===== config.mk =====
export PLATFORM = sky130hd
export DESIGN_NAME = fetch_unit
export DESIGN_NICKNAME = d
export VERILOG_FILES = /design/src/rtl/riscv_pkg.sv /design/src/rtl/fetch_hold_reg.sv /design/src/rtl/fetch_unit.sv
export SDC_FILE = /design/constraint.sdc
export NUM_CORES = 1
export LEC_CHECK = 0
export ABC_AREA = 1
export BUFFER_PORTS_ARGS = -buffer_cell sky130_fd_sc_hd__buf_2
export CAP_MARGIN = 40
export CORE_MARGIN = 2
export CORE_UTILIZATION = 37
export DETAILED_ROUTE_END_ITERATION = 8
export PLACE_DENSITY_LB_ADDON = 0.2
export SLEW_MARGIN = 20
export SYNTH_ARGS = -nofsm -noshare
export SYNTH_HDL_FRONTEND = slang
export SYNTH_SLANG_ARGS = --single-unit

===== constraint.sdc =====
create_clock -name clk -period 6.4 [get_ports clk]
set_input_delay 0.32 -clock clk [delete_from_list [all_inputs] [get_ports clk]]
set_output_delay 0.32 -clock clk [all_outputs]
set_load 0.02 [all_outputs]

===== src/rtl/riscv_pkg.sv =====
// -----------------------------------------------------------------------------
// riscv_pkg
// Shared definitions for the fetch slice: datapath widths, the canonical
// NOP encoding (addi x0,x0,0) and the fetch FSM state type.
// No ports.
// -----------------------------------------------------------------------------
package riscv_pkg;

    localparam int XLEN = 64;
    localparam int ILEN = 32;

    localparam logic [ILEN-1:0] NOP_INST = 32'h0000_0013;

    // REQ  : may issue a request
    // WAIT : one request outstanding, response will be used
    // FLUSH: one request outstanding, response will be dropped
    typedef enum logic [1:0] {
        REQ   = 2'd0,
        WAIT  = 2'd1,
        FLUSH = 2'd2
    } fetch_state_e;

endpackage


===== src/rtl/fetch_hold_reg.sv =====
// -----------------------------------------------------------------------------
// fetch_hold_reg
// One-entry holding register for a fetched instruction and its address.
// Its contents drive the fetch unit outputs directly.
//   clk, reset        : clock, asynchronous active-high reset
//   load              : capture load_pc/load_inst, set valid (wins over clear)
//   clear             : drop the entry; pc reads 0 and inst reads NOP
//   load_pc/load_inst : entry to capture
//   valid/pc/inst     : current entry
// -----------------------------------------------------------------------------
module fetch_hold_reg
    import riscv_pkg::*;
(
    input  logic            clk,
    input  logic            reset,
    input  logic            load,
    input  logic            clear,
    input  logic [XLEN-1:0] load_pc,
    input  logic [ILEN-1:0] load_inst,
    output logic            valid,
    output logic [XLEN-1:0] pc,
    output logic [ILEN-1:0] inst
);

    logic            valid_q, valid_d;
    logic [XLEN-1:0] pc_q, pc_d;
    logic [ILEN-1:0] inst_q, inst_d;

    always_comb begin
        // NOTE: every output gets a default first, so no path can leave one
        // unassigned and infer a latch.
        valid_d = valid_q;
        pc_d    = pc_q;
        inst_d  = inst_q;
        if (load) begin
            valid_d = 1'b1;
            pc_d    = load_pc;
            inst_d  = load_inst;
        end else if (clear) begin
            valid_d = 1'b0;
            pc_d    = '0;
            inst_d  = NOP_INST;
        end
    end

    // NOTE: non-blocking assignments in clocked logic so every flop samples
    // pre-edge values regardless of statement order.
    always_ff @(posedge clk or posedge reset) begin
        if (reset) begin
            valid_q <= 1'b0;
            pc_q    <= '0;
            inst_q  <= NOP_INST;
        end else begin
            valid_q <= valid_d;
            pc_q    <= pc_d;
            inst_q  <= inst_d;
        end
    end

    assign valid = valid_q;
    assign pc    = pc_q;
    assign inst  = inst_q;

endmodule


===== src/rtl/fetch_unit.sv =====
// -----------------------------------------------------------------------------
// fetch_unit
// Instruction fetch front end: keeps at most one memory request in flight,
// buffers the returned word in a holding register and hands it to the IF/ID
// stage when if_id_write is high. Redirects restart fetch at a new target.
//   RESET_PC                       : first fetch address after reset
//   clk, reset                     : clock, asynchronous active-high reset
//   imem_req_valid/ready/addr      : request channel (addr word aligned)
//   imem_rsp_valid/data            : in-order response, one per request
//   if_id_write                    : downstream load enable (0 = stall)
//   redirect_valid/pc              : taken branch/jump target
//   inst_valid/pc_out/inst_out     : presented instruction (NOP when empty)
//   perf_fetched/perf_stall        : transfer and stall-cycle counters,
//                                    present only with FETCH_PERF_CNT_EN
// -----------------------------------------------------------------------------
module fetch_unit
    import riscv_pkg::*;
#(
    parameter logic [63:0] RESET_PC = 64'h0
) (
    input  logic            clk,
    input  logic            reset,
    output logic            imem_req_valid,
    input  logic            imem_req_ready,
    output logic [XLEN-1:0] imem_req_addr,
    input  logic            imem_rsp_valid,
    input  logic [ILEN-1:0] imem_rsp_data,
    input  logic            if_id_write,
    input  logic            redirect_valid,
    input  logic [XLEN-1:0] redirect_pc,
`ifdef FETCH_PERF_CNT_EN
    output logic [63:0]     perf_fetched,
    output logic [63:0]     perf_stall,
`endif
    output logic            inst_valid,
    output logic [XLEN-1:0] pc_out,
    output logic [ILEN-1:0] inst_out
);

    localparam logic [XLEN-1:0] RESET_PC_ALIGNED = RESET_PC & ~64'd3;

    fetch_state_e    state_q, state_d;
    logic [XLEN-1:0] fetch_pc_q, fetch_pc_d;

    logic transfer;
    logic req_fire;
    logic hold_load;
    logic hold_clear;

    assign transfer = inst_valid && if_id_write;

    // Combinational so a request can go out in the same cycle the current
    // instruction is consumed; forced low while reset is held.
    assign imem_req_valid = !reset && (state_q == REQ) && (!inst_valid || if_id_write);
    assign imem_req_addr  = fetch_pc_q;
    assign req_fire       = imem_req_valid && imem_req_ready;

    // A redirect both blocks the capture and empties the register.
    assign hold_load  = (state_q == WAIT) && imem_rsp_valid && !redirect_valid;
    assign hold_clear = redirect_valid || transfer;

    always_comb begin
        state_d    = state_q;
        fetch_pc_d = fetch_pc_q;
        case (state_q)
            REQ: begin
                // A request accepted under a redirect targets the old path.
                if (req_fire) state_d = redirect_valid ? FLUSH : WAIT;
            end
            WAIT: begin
                if (imem_rsp_valid) begin
                    state_d = REQ;
                    if (!redirect_valid) fetch_pc_d = fetch_pc_q + 64'd4;
                end else if (redirect_valid) begin
                    state_d = FLUSH;
                end
            end
            FLUSH: begin
                if (imem_rsp_valid) state_d = REQ;
            end
            default: state_d = REQ;
        endcase
        if (redirect_valid) fetch_pc_d = redirect_pc & ~64'd3;
    end

    always_ff @(posedge clk or posedge reset) begin
        if (reset) begin
            state_q    <= REQ;
            fetch_pc_q <= RESET_PC_ALIGNED;
        end else begin
            state_q    <= state_d;
            fetch_pc_q <= fetch_pc_d;
        end
    end

    fetch_hold_reg u_hold (
        .clk       (clk),
        .reset     (reset),
        .load      (hold_load),
        .clear     (hold_clear),
        .load_pc   (fetch_pc_q),
        .load_inst (imem_rsp_data),
        .valid     (inst_valid),
        .pc        (pc_out),
        .inst      (inst_out)
    );

`ifdef FETCH_PERF_CNT_EN
    logic [63:0] perf_fetched_q, perf_fetched_d;
    logic [63:0] perf_stall_q, perf_stall_d;

    always_comb begin
        perf_fetched_d = perf_fetched_q + {63'd0, transfer};
        perf_stall_d   = perf_stall_q + {63'd0, inst_valid && !if_id_write};
    end

    always_ff @(posedge clk or posedge reset) begin
        if (reset) begin
            perf_fetched_q <= '0;
            perf_stall_q   <= '0;
        end else begin
            perf_fetched_q <= perf_fetched_d;
            perf_stall_q   <= perf_stall_d;
        end
    end

    assign perf_fetched = perf_fetched_q;
    assign perf_stall   = perf_stall_q;
`endif

endmodule


==> impl_metrics.env, run 1 <==
export IMPL_finalWirelength_um=29200
export IMPL_r2r_slack_ns=3.91
export IMPL_cap_violations=0
export IMPL_outcome="finished, final reports clean"
export IMPL_syn_area_mm2=0.00838
export IMPL_p_per_area_mw_per_mm2=295
export IMPL_max_slew_margin_rel_pct=52.3
export IMPL_p_leak_nw=5.43
export IMPL_drv_slew=0
export IMPL_ys_types=49
export IMPL_whs_endpoint="imem_req_addr[10]"
export IMPL_die_y_um=155
export IMPL_dr_pass1_iters=5
export IMPL_cts_buffers=17
export IMPL_holdPathStages=3
export IMPL_nets=1412
export IMPL_yosysWarnings=0
export IMPL_rows=55
export IMPL_cp_start_kind="input port"
export IMPL_place_hpwl_um=21300
export IMPL_pre_cts_ws_ns=2.86
export IMPL_placed_cells=1572
export IMPL_cts_hold_buf=1
export IMPL_final_cells=1607
export IMPL_grt_pass1_vias=7920
export IMPL_wirelength_met1_um=13200
export IMPL_critical_path_endpoint_type="register"
export IMPL_finalSetupViolCount=0
export IMPL_cts_root_buf="clkbuf_16"
export IMPL_clk_pin_slew_ns=0.07
export IMPL_clock_sinks=160
export IMPL_yosysTopAreaCell="dfrtp_1"
export IMPL_yosysMostFrequentCell="nand2_1"
export IMPL_grt_setup_unrepaired="no"
export IMPL_finalCritPeriodShare_pct=43.9
export IMPL_placement_io_buffers=259
export IMPL_skew_ns=0.0156
export IMPL_seq_area_mm2=0.00401
export IMPL_yosys_top_cells_count="nand2_1 (282), dfrtp_1 (157), nor2_1 (112)"
export IMPL_p_total_mw=3.13
export IMPL_grt_pass1_wl_um=45300
export IMPL_htree_levels=4
export IMPL_die_w_um=155
export IMPL_hold_path_startpoint="redirect_pc[10]"
export IMPL_timing_rr_start="state_q[0]"
export IMPL_detail_route_antenna_nets=0
export IMPL_synth_edf_count=0
export IMPL_clock_path_buffers=2
export IMPL_ioPinCount=264
export IMPL_ctsResizeCount=0
export IMPL_syn_area_per_cell_um2=7.88
export IMPL_yosys_top_cells_area="dfrtp_1 (47%), nand2_1 (13%), o21ai_0 (5.1%)"
export IMPL_cp_required_ns=6.71
export IMPL_arrival_ns=3.12
export IMPL_insertion_delay_ns=0.44
export IMPL_area_growth_pct=26.5
export IMPL_drive_gt1_share_pct=27.1
export IMPL_synth_ff_type="dfrtp_1"
export IMPL_multi_input_area_mm2=0.00375
export IMPL_start_util_pct=37.4
export IMPL_wl_per_cell_um=18.2
export IMPL_synth_seq_cells=160
export IMPL_worst_pin_slew_ns=0.715
export IMPL_drt_iter0_drc=667
export IMPL_hold_path_class="in2reg"
export IMPL_synth_top_cell_area_share_pct=46.9
export IMPL_via_per_inst=5.21
export IMPL_grt_max_degree=79
export IMPL_rr_worst_depth=8
export IMPL_synthCells=1064
export IMPL_grt_antenna_before_repair=0
export IMPL_core_mm2=0.0224
export IMPL_grt_use_total_pct=24.5
export IMPL_die_area_mm2=0.0239
export IMPL_worstSetupPathType="in2reg"
export IMPL_diodes=0
export IMPL_routed_wl_met2_um=12900
export IMPL_top_layer_used="met4"
export IMPL_ir_drop_uv=182
export IMPL_cts_setup_buffers=0
export IMPL_tns_ns=0
export IMPL_ys_seq_area_share_pct=47.8
export IMPL_cp_max_fo=55
export IMPL_gp_congestion=0.910
export IMPL_cts_tree="yes"
export IMPL_fmax_mhz=356
export IMPL_vias=8373
export IMPL_finalWorstSetupSlack_ns=3.59
export IMPL_met3_wirelength_um=2550
export IMPL_grt_overflow=0
export IMPL_fin_hold_ws_ns=0.0939
export IMPL_async_flop_share_pct=100
export IMPL_drc=0
export IMPL_final_hold_violation_count=0
export IMPL_num_fill_cells=2293
export IMPL_timing_rr_end="u_hold.inst[16]"
export IMPL_period_needed_ns=2.81
==> flip-flops by register name, summed over array words and instances (netlist names) <==
name           cells
u_hold.inst       32
u_hold.valid       1
state_q            2
imem_req_addr     62
u_hold.pc         63
==> worst max-delay path, cell delays in order <==
cell,delay [ns]
buf_2,0.07
buf_4,0.56
inv_2,0.32
buf_12,0.27
nand2_4,0.36
inv_2,0.16
buf_12,0.21
nand2_4,0.11
inv_2,0.04
buf_4,0.28
a22o_1,0.28
==> cell type report <==
| type | count | area share [%] |
|---|---|---|
| tap | 285 | 3.36 |
| multi-input combinational | 748 | 35.3 |
| inverter | 111 | 3.98 |
| timing repair buffer | 271 | 13.9 |
| clock buffer | 19 | 4.18 |
| clock inverter | 13 | 1.43 |
| sequential | 160 | 37.8 |
==> stage by stage <==
stage,util (%),area (um2)
after floorplan,-,8390
final,47.3,10600
after global placement,44.0,9870
after detailed placement,44.4,9950
after CTS,47.0,10600
after global routing,47.3,10600
==> routing by layer <==
metal / vias to the layer above / track usage, %
met5: - / 0
met4: 0 / 6.92
met3: 31 / 5.58
met2: 351 / 37.9
met1: 3971 / 34.6
li1: 4020 / -
==> cells by family after synthesis <==
kind of cell / after synthesis / synth area share [%]
AO/OA/AOI/OAI: 190 / 14.3
XOR/XNOR: 4 / 0.418
adder cells (fa/ha/maj): 1 / 0.149
buffers and inverters: 157 / 7.54
flip-flops: 160 / 47.8
other: 1 / 0.0447
AND/OR/NAND/NOR: 551 / 29.8
==> layout by cell type, fill, tap and decap left out, types with 4 or more instances in the layout <==
cell and n:
nor3_1 9, nor2_2 15, nor2_4 8, nand2_2 8, buf_2 259, nand3_1 69
o211ai_1 7, o21ai_1 11, inv_6 4, nand4_1 22, buf_4 6, a22o_1 32
nand2_4 5, a32o_1 4, inv_2 9, nand2_1 282, o2111ai_1 6, a31oi_1 7
nand3b_1 8, inv_1 100, dfrtp_1 157, clkbuf_16 17, o21ai_0 86, a21oi_1 18
o31ai_1 7, nor2_1 112
==> where the power goes <==
group          internal [mW]  leakage (nW)  switching [mW]
clock network          0.594         0.288           0.459
registers               1.13          2.08           0.147
logic                  0.244          3.06           0.549
total                   1.97          5.43            1.15
==> worst max path at each step <==
stage	start	endpoint	slack [ns]	cells past startpoint
2_1_floorplan	reset	imem_req_addr[10]	1.77	1
3_3_place_gp	redirect_valid	u_hold.inst[19]	2.44	9
3_5_place_dp	redirect_valid	u_hold.inst[16]	2.86	10
4_1_cts	redirect_valid	u_hold.inst[16]	3.29	10
5_1_grt	redirect_valid	u_hold.pc[32]	3.38	12
6_report	redirect_valid	u_hold.inst[16]	3.59	11
Power figures use the tool's default switching activity.
==> run 2, diff against run 1 <==
--- a/config.mk
+++ b/config.mk
@@ -5,7 +5,7 @@
 export SDC_FILE = /design/constraint.sdc
 export NUM_CORES = 1
 export LEC_CHECK = 0
-export ABC_AREA = 1
+export ABC_AREA = 0
 export BUFFER_PORTS_ARGS = -buffer_cell sky130_fd_sc_hd__buf_2
 export CAP_MARGIN = 40
 export CORE_MARGIN = 2
==> constraint.sdc (replaced) <==
create_clock -name clk -period 2.93 [get_ports clk]
set_input_delay 0.1465 -clock clk [delete_from_list [all_inputs] [get_ports clk]]
set_output_delay 0.1465 -clock clk [all_outputs]
set_load 0.02 [all_outputs]
==> impl_metrics.env, run 2 <==
export IMPL_outcome="finished, final reports clean"
export IMPL_cts_tree="yes"
export IMPL_drc=0
export IMPL_use_met2_pct=36.8
export IMPL_area_growth_pct=43.1
export IMPL_die_area_mm2=0.0204
export IMPL_grt_pass1_wl_um=34900
export IMPL_hold_path_class="in2reg"
export IMPL_clk_pin_slew_ns=0.07
export IMPL_finalWirelength_um=21900
export IMPL_tns_ns=0
export IMPL_mostFrequentLayoutCells="buf_2 (258), dfrtp_1 (157), dlygate4sd3_1 (94), a22o_1 (89), nand2_1 (75)"
export IMPL_start_util_pct=37.9
export IMPL_cp_required_ns=3.23
export IMPL_yosysWarnings=0
export IMPL_cts_hold_buf=94
export IMPL_grt_setup_unrepaired="no"
export IMPL_p_total_mw=5.46
export IMPL_grt_pass1_vias=6566
export IMPL_num_fill_cells=1666
export IMPL_final_common_cell="buf_2"
export IMPL_syn_area_per_cell_um2=10.9
export IMPL_die_y_um=143
export IMPL_period_needed_ns=2.56
export IMPL_nets=1095
export IMPL_met3_usage_pct=5.06
export IMPL_final_hold_violation_count=0
export IMPL_rows=50
export IMPL_via_per_inst=5.13
export IMPL_diodes=0
export IMPL_synth_ff_type="dfrtp_1"
export IMPL_max_slew_margin_rel_pct=48.9
export IMPL_cp_common_cell="o31a_1"
export IMPL_grt_max_degree=126
export IMPL_ir_drop_uv=367
export IMPL_ys_types=49
export IMPL_htree_levels=4
export IMPL_worstSetupPathType="reg2reg"
export IMPL_p_clk_share_pct=40.5
export IMPL_crit_buf_inv=0
export IMPL_finalSetupViolCount=0
export IMPL_dr_pass1_iters=5
export IMPL_rr_worst_depth=5
export IMPL_cpLargestDelayFamily="simple AND/OR/NAND/NOR gates"
export IMPL_yosysMostFrequentCell="dfrtp_1"
export IMPL_yosysTopAreaCell="dfrtp_1"
export IMPL_detail_route_antenna_nets=0
export IMPL_internal_power_mw=3.92
export IMPL_cts_root_buf="clkbuf_16"
export IMPL_critPathSlowestCell="nor4_1"
export IMPL_cts_setup_buffers=0
export IMPL_insertion_delay_ns=0.42
export IMPL_core_mm2=0.0188
export IMPL_syn_area_mm2=0.00713
export IMPL_max_stage_delay_ns=0.61
export IMPL_placement_io_buffers=259
export IMPL_p_leak_nw=4.92
export IMPL_grt_antenna_before_repair=0
export IMPL_arrival_ns=2.86
export IMPL_fin_hold_ws_ns=0.0452
export IMPL_cp_max_fo=9
export IMPL_synth_edf_count=0
export IMPL_critical_path_endpoint_type="register"
export IMPL_grt_use_total_pct=21.8
export IMPL_drv_slew=0
export IMPL_clock_sinks=160
export IMPL_sw_frac_of_total_pct=28.3
export IMPL_synth_seq_cells=160
export IMPL_cts_buffers=17
export IMPL_busiest_layer="met2"
export IMPL_wl_per_cell_um=17.3
export IMPL_ioPinCount=264
export IMPL_vias=6485
export IMPL_drive_gt1_share_pct=32.2
export IMPL_cap_violations=0
export IMPL_largest_reg_flops=63
export IMPL_skew_ns=0.0122
export IMPL_p_comb_share_pct=13.9
export IMPL_p_per_area_mw_per_mm2=535
export IMPL_crit_chain="nand4_2 > nor4_1 > nand4_1 > o31a_1 > o31a_1"
export IMPL_die_w_um=143
export IMPL_gp_congestion=0.784
export IMPL_clock_path_buffers=2
export IMPL_holdPathStages=4
export IMPL_synthCells=654
export IMPL_ys_seq_area_share_pct=56.2
export IMPL_path_depth=5
export IMPL_worst_pin_slew_ns=0.766
export IMPL_place_hpwl_um=14500
export IMPL_cp_start_kind="register"
export IMPL_p_switching_mw=1.55
export IMPL_yosys_top_cells_count="dfrtp_1 (157), a22o_1 (89), nand2_1 (75)"
export IMPL_async_flop_share_pct=100
export IMPL_fmax_mhz=391
export IMPL_ctsResizeCount=0
export IMPL_power_frac_seq_pct=45.6
export IMPL_finalCritPeriodShare_pct=87.4
export IMPL_drt_iter0_drc=316
export IMPL_synth_top_cell_area_share_pct=55.1
export IMPL_yosys_top_cells_area="dfrtp_1 (55%), a22o_1 (11%), nand2_1 (3.9%)"
export IMPL_use_met1_pct=28.7
export IMPL_grt_overflow=0
## run 2: changes by cell type after synthesis, moves of 17 or more
cell / delta
a21oi_1: -17
o21ai_0: -30
a22o_1: +57
nor2_1: -95
inv_1: -97
xnor2_1: +31
nand2_1: -207
nand3_1: -50
nor4_1: +21
## run 2: path summary, 6_finish.rpt
path	slack, ns	to	start
max in group asynchronous	1.86	imem_req_addr[21]	reset
min in group asynchronous	0.46	u_hold.pc[7]	reset
min reg2reg	0.49	u_hold.pc[29]	u_hold.pc[29]
max	0.37	imem_req_addr[63]	imem_req_addr[9]
min	0.05	u_hold.valid	if_id_write
max reg2reg	0.37	imem_req_addr[63]	imem_req_addr[9]
## run 2: cells by family after synthesis
logic type,Yosys count,share of synthesized area (%)
flip-flops,160,56.2
XOR/XNOR,48,5.90
AND/OR/NAND/NOR,218,16.3
adder cells (fa/ha/maj),1,0.175
AO/OA/AOI/OAI,167,17.2
multiplexers,6,0.895
other,1,0.0526
buffers and inverters,53,3.35
## run 2: power by group through the flow
stage	clock, mW	sequential (mW)	combinational [mW]
after global routing	2.37	2.51	0.830
after floorplan	0	2.62	0.279
final	2.21	2.49	0.758
after CTS	2.27	2.49	0.766
after detailed placement	0	2.53	0.662
after global placement	0	2.53	0.659
## run 2: final cells by class
cell class                      count  area (um2)  area share, %
Sequential cell                   160        4010           39.3
Clock buffer                       17         425           4.17
Inverter                            4        18.8          0.184
Tap cell                          260         325           3.19
Clock inverter                     15         156           1.53
Timing Repair Buffer              367        2370           23.2
Multi-Input combinational cell    442        2900           28.5
## run 2: worst min-delay path: cells and delay by family
| kind | cells | cell delay [ns] |
|---|---|---|
| simple gates | 3 | 0.19 |
| buf+inv | 1 | 0.10 |
## run 2: layer usage
metal / vias up / wire, um
met5: - / 0
met1: 3160 / 9860
li1: 3102 / -
met2: 210 / 10400
met3: 13 / 1350
met4: 0 / 206
## run 2: stage by stage
step	area (um2)	util [%]	std cells	worst slack (ns)
detailed placement	8680	46.1	1139	0.405
CTS	10200	54.2	1265	0.376
global placement	8680	46.1	1139	0.448
floorplan	7140	-	655	0.497
global route	10200	54.2	1265	0.169
finish	10200	54.2	1265	0.369
